$ cat config.mk
export PLATFORM = sky130hd
export DESIGN_NAME = srl_sra_seq_32bit
export DESIGN_NICKNAME = d
export VERILOG_FILES = /design/src/rtl/srl_sra_seq_32bit.sv
export SDC_FILE = /design/constraint.sdc
export NUM_CORES = 1
export LEC_CHECK = 0
export BUFFER_PORTS_ARGS = -buffer_cell sky130_fd_sc_hd__buf_2
export CELL_PAD_IN_SITES_DETAIL_PLACEMENT = 2
export CELL_PAD_IN_SITES_GLOBAL_PLACEMENT = 2
export CORE_MARGIN = 4
export CORE_UTILIZATION = 35
export DETAILED_ROUTE_END_ITERATION = 12
export GPL_TIMING_DRIVEN = 0
export PLACE_DENSITY = 0.87
export SETUP_SLACK_MARGIN = 0.4
export SYNTH_ARGS = -nofsm -noshare
export SYNTH_HDL_FRONTEND = slang
export SYNTH_SLANG_ARGS = --single-unit
$ cat constraint.sdc
create_clock -name clk -period 3 [get_ports clk]
set_clock_uncertainty 0.2 [all_clocks]
set_input_delay 0.9 -clock clk [delete_from_list [all_inputs] [get_ports clk]]
set_output_delay 0.9 -clock clk [all_outputs]
set_load 0.02 [all_outputs]
$ cat src/rtl/srl_sra_seq_32bit.sv
`default_nettype none
// ============================================================================
// Module   : srl_sra_seq_32bit
// Brief    : Multi-cycle 32-bit logical/arithmetic right shifter that shifts
//            up to STEP bit positions per clock behind a start/busy/done
//            handshake.
// Revision : 1.0 - initial release
// ============================================================================
module srl_sra_seq_32bit #(
  parameter int STEP = 1
) (
  input  logic        clk,
  input  logic        rst_n,
  input  logic        start,
  input  logic [31:0] x,
  input  logic [31:0] shift,
  input  logic        arith,
  output logic        busy,
  output logic        done,
  output logic [31:0] z
);

  localparam logic [1:0] c_idle  = 2'd0;
  localparam logic [1:0] c_shift = 2'd1;
  localparam logic [1:0] c_done  = 2'd2;
  localparam logic [5:0] c_step  = STEP[5:0];

  logic [1:0]  r_state;
  logic [31:0] r_acc;
  logic [4:0]  r_rem;
  logic        r_fill;
  logic [31:0] r_z;
  logic        r_busy;
  logic        r_done;

  logic [5:0]  w_rem_ext;
  logic [5:0]  w_k;
  logic [31:0] w_acc_next;
  logic [4:0]  w_rem_next;
  logic        w_unused;

  // Only the low five bits form the shift amount; the rest are don't-care.
  assign w_unused   = ^shift[31:5];

  assign w_rem_ext  = {1'b0, r_rem};
  assign w_k        = (w_rem_ext >= c_step) ? c_step : w_rem_ext;
  assign w_acc_next = 32'({{32{r_fill}}, r_acc} >> w_k);
  assign w_rem_next = 5'(w_rem_ext - w_k);

  always_ff @(posedge clk or negedge rst_n) begin
    if (!rst_n) begin
      r_state <= c_idle;
      r_acc   <= 32'd0;
      r_rem   <= 5'd0;
      r_fill  <= 1'b0;
      r_z     <= 32'd0;
      r_busy  <= 1'b0;
      r_done  <= 1'b0;
    end else begin
      r_done <= 1'b0;
      case (r_state)
        c_shift: begin
          if (r_rem == 5'd0) begin
            r_z     <= r_acc;
            r_done  <= 1'b1;
            r_busy  <= 1'b0;
            r_state <= c_done;
          end else begin
            r_acc <= w_acc_next;
            r_rem <= w_rem_next;
          end
        end
        // IDLE and DONE both accept a request, which gives back-to-back issue.
        default: begin
          if (start) begin
            r_acc   <= x;
            r_rem   <= shift[4:0];
            r_fill  <= arith & x[31];
            r_busy  <= 1'b1;
            r_state <= c_shift;
          end else begin
            r_busy  <= 1'b0;
            r_state <= c_idle;
          end
        end
      endcase
    end
  end

  assign busy = r_busy;
  assign done = r_done;
  assign z    = r_z;

endmodule
`default_nettype wire
==> metrics.md <==
| Metric | Value |
|---|---|
| Power density over the cells | approximately 1300 nW/um^2 |
| Core Box Area | 10300 sq um |
| Global-route wire length before repair | between 15000 and 20000 um |
| HPWL after DPL | 7280 um |
| Final #Nets | ~450 |
| Final Core Density | between 40% and 50% |
| Clock slew at reported path FFs | 80 ps |
| Max capacitance violation total | 0 |
| Combinational group share of total power | roughly 48% |
| Number of gates resized after CTS | 0 |
| Combined flip-flop and latch cell area | 1830 sq um |
| Setup-violating endpoint count in the final report | 0 |
| Netlist cell types | 37 |
| Diodes inserted | 0 |
| Area overhead of the layout relative to synthesis | 21.5% |
| Largest stage delay, worst path | 380 ps |
| Via count of the first global-routing pass | about 3.3k |
| Highest fanout seen on the critical path | 10 |
| Buffer type at the clock tree root | sky130_fd_sc_hd__clkbuf_8 |
| Antenna violations before repair | 1 |
| YS warnings | 0 |
| Antenna Violating Nets Remaining | 0 |
| Portion of total power attributed to sequential cells | 35.2% |
| Post-synthesis average cell area | approximately 13 sq um |
| Vertical die dimension | 111 um |
| Final critical-path required period | 2430 ps |
| Arr. time, crit path | 2470 ps |
| Number of I/O pins | 102 |
| Detailed router's first-iteration violation count | 86 |
| Pin count of the biggest net entering global routing | 41 |
| Rel. slew slack | 63.6% |
| Row count | 37 |
| Initial standard-cell utilization of the core | 35.9% |
| Count of state elements after synthesis | 73 |
| Later-pin clock latency in the skew report | 350 ps |
| Aggregate negative setup slack | 0 ps |
| Proportion of power drawn by the clock network | 16.6% |
| Detail-routed net length per standard cell | 19.7 um |
| Upper clock frequency limit | 0.411 GHz |
| Result of the run | completed |
| Post-Syn Instances | ~290 |
| Post-detailed-placement cell area | 4250 sq um |
| Detailed-routing iteration count for the pre-antenna-repair pass | 4 |
| Hold crit path type | input port to asynchronous set/reset pin |
| CTS tree | done |
| Average via count per standard cell | around 5.4 |
| Fraction of registers with async set/reset | 100% |
| Dominant synthesized flop cell | sky130_fd_sc_hd__dfrtp_1 |
| Internal Power | 3.34 mW |
| Detailed-route DRC error count | 0 |
| Portion of the post-synthesis area used by sequential elements | 49.5% |
| Hold violation count in the final report | 0 |
| Layout filler cell count | roughly 1.1k |
| Slowest stage cell on the critical path | sky130_fd_sc_hd__dfrtp_1 |
| Proportion of layout cells with a drive suffix above 1 | about 36% |
| Setup bufs post-CTS | 0 |
| Routability cong. | approximately 0.79 |
| Clock Sinks | 73 |
| Number of slew-limit violations in the final report | 0 |
| Unrepaired setup endpoints after global routing | false |
| Number of buffers created by CTS | 9 |
| CP Cell Sequence | clkbuf_1 > clkbuf_1 > nand2b_1 > ha_1 > nor4_1 > mux2i_1 > a211o_1 |
| Total length of routed wires | 10300 um |
| Remaining global-route overflow | 0 |
| Worst setup path class | register to register |
| Maximum count of clock buffers along a single path | 2 |
| Final period util | 81.1% |
| Number of buffers inserted by hold repair at cts | 0 |
| Startpoint kind of the worst setup timing path | register |
| Final Total Pwr | about 5.6 mW |
| Via count | approximately 2.8k |
| Maximum VDD drop | approximately 0.00039 V |
| Total routing usage reported by global routing | 17.6% |
| Overall die area | 12300 sq um |
| CP dominant cell by count | sky130_fd_sc_hd__clkbuf_1 |
| Measured slew at the worst slew-check pin | approximately 550 ps |
| Cell Area, Synth | 3690 sq um |
| Cell leakage power | 2.08 nW |
| H-tree levels | 3 |
| Multi-input logic area | about 1700 sq um |
| Critical Path End Type | register |
| IO Port Bufs | between 70 and 80 |
| Switching Share | 40.6% |
| Number of flops mapped to enable cells by yosys | 0 |
| Cell area after layout | 4480 sq um |
| Data required, critical path | slightly above 3000 ps |
| Net count after synthesis | roughly 360 |
| Power dissipated by switching net loads | 2.28 mW |
| Horiz. Die Dim | 111 um |
power groups by stage:
stage | Sequential [mW] | Clock, mW | Combinational, mW
2_1_floorplan | 2.14 | 0 | 1.73
3_3_place_gp | 1.93 | 0 | 2.59
3_5_place_dp | 1.99 | 0 | 2.75
4_1_cts | 1.99 | 0.959 | 2.78
5_1_grt | 2.08 | 1.02 | 2.98
6_report | 1.98 | 0.935 | 2.71
final timing paths:
check / startpoint / cells after the start / endpoint / slack, ps
max: r_rem[0]$_DFFE_PN0P_ / 7 / r_rem[4]$_DFFE_PN0P_ / 570
min: rst_n / 1 / r_rem[2]$_DFFE_PN0P_ / 310
max reg2reg: r_rem[0]$_DFFE_PN0P_ / 7 / r_rem[4]$_DFFE_PN0P_ / 570
min reg2reg: z[6]$_DFFE_PN0P_ / 1 / z[6]$_DFFE_PN0P_ / 310
max in group asynchronous: rst_n / 2 / r_acc[31]$_DFFE_PN0P_ / 1720
min in group clk: z[6]$_DFFE_PN0P_ / 1 / z[6]$_DFFE_PN0P_ / 310
routing by layer:
layer / routed length, um / vias to the layer above / GRT usage, %
li1: - / 1277 / -
met1: 4310 / 1440 / 21.5
met2: 5360 / 60 / 31.1
met3: 422 / 16 / 3.55
met4: 149 / 2 / 5.67
met5: 12 / - / 0
critical path: cells and delay by family (launching register included):
kind / cells / cell delay, ps
buf+inv: 2 / 610
simple gates: 2 / 490
flops: 1 / 380
compound gates: 1 / 310
fa+ha+maj: 1 / 210
mux: 1 / 130
registers in the layout, summed over array words and instances, names as in the netlist:
signal,flops
r_state,2
r_fill,1
done,1
r_acc,32
r_rem,5
z,32
placed cells by master (no fill, tap or decap), types with 5 or more instances in the layout:
master	n
sky130_fd_sc_hd__a221o_1	32
sky130_fd_sc_hd__buf_2	79
sky130_fd_sc_hd__buf_4	5
sky130_fd_sc_hd__clkbuf_1	11
sky130_fd_sc_hd__clkbuf_8	9
sky130_fd_sc_hd__dfrtp_1	73
sky130_fd_sc_hd__mux2_2	26
sky130_fd_sc_hd__mux2_4	6
sky130_fd_sc_hd__mux2i_1	67
sky130_fd_sc_hd__nand2_1	33
synth_stat cells (all sizes together) (2+ instances only):
cell type   n  area (sq um)
dfrtp      73          1830
mux2i      67           671
nand2      33           124
a221o      32           320
mux2       32           383
buf        15           111
clkbuf      9          33.8
nand2b      3          18.8
nor2        3          18.8
o21ai       3          15.0
inv         2          7.51
nor2b       2          12.5
nor4        2          12.5
cell families (layout without fill, tap and decap cells):
group                    Yosys count  count (layout)  synth area share [%]
flip-flops                        73              73                  49.5
multiplexers                      99              99                  28.5
adder cells (fa/ha/maj)            1               1                 0.339
buffers and inverters             26             116                  4.14
AO/OA/AOI/OAI                     43              43                  10.7
AND/OR/NAND/NOR                   52              52                  6.81
through the flow:
| stage | hold WS, ps | cells | setup WS (ps) |
|---|---|---|---|
| after floorplan | 293 | 294 | 762 |
| after global placement | 284 | 503 | 328 |
| after detailed placement | 292 | 504 | 421 |
| after CTS | 312 | 520 | 523 |
| after global routing | 322 | 520 | 422 |
| final | 305 | 520 | 568 |
final cells by class:
cell class | instances | area share, %
Buffer | 24 | 3.24
Multi-Input combinational cell | 195 | 38.2
Sequential cell | 73 | 40.7
Timing Repair Buffer | 74 | 8.65
Clock buffer | 11 | 2.93
Clock inverter | 5 | 2.32
Tap cell | 136 | 3.79
Inverter | 2 | 0.167
No activity file was read; power rests on OpenSTA's default activity.
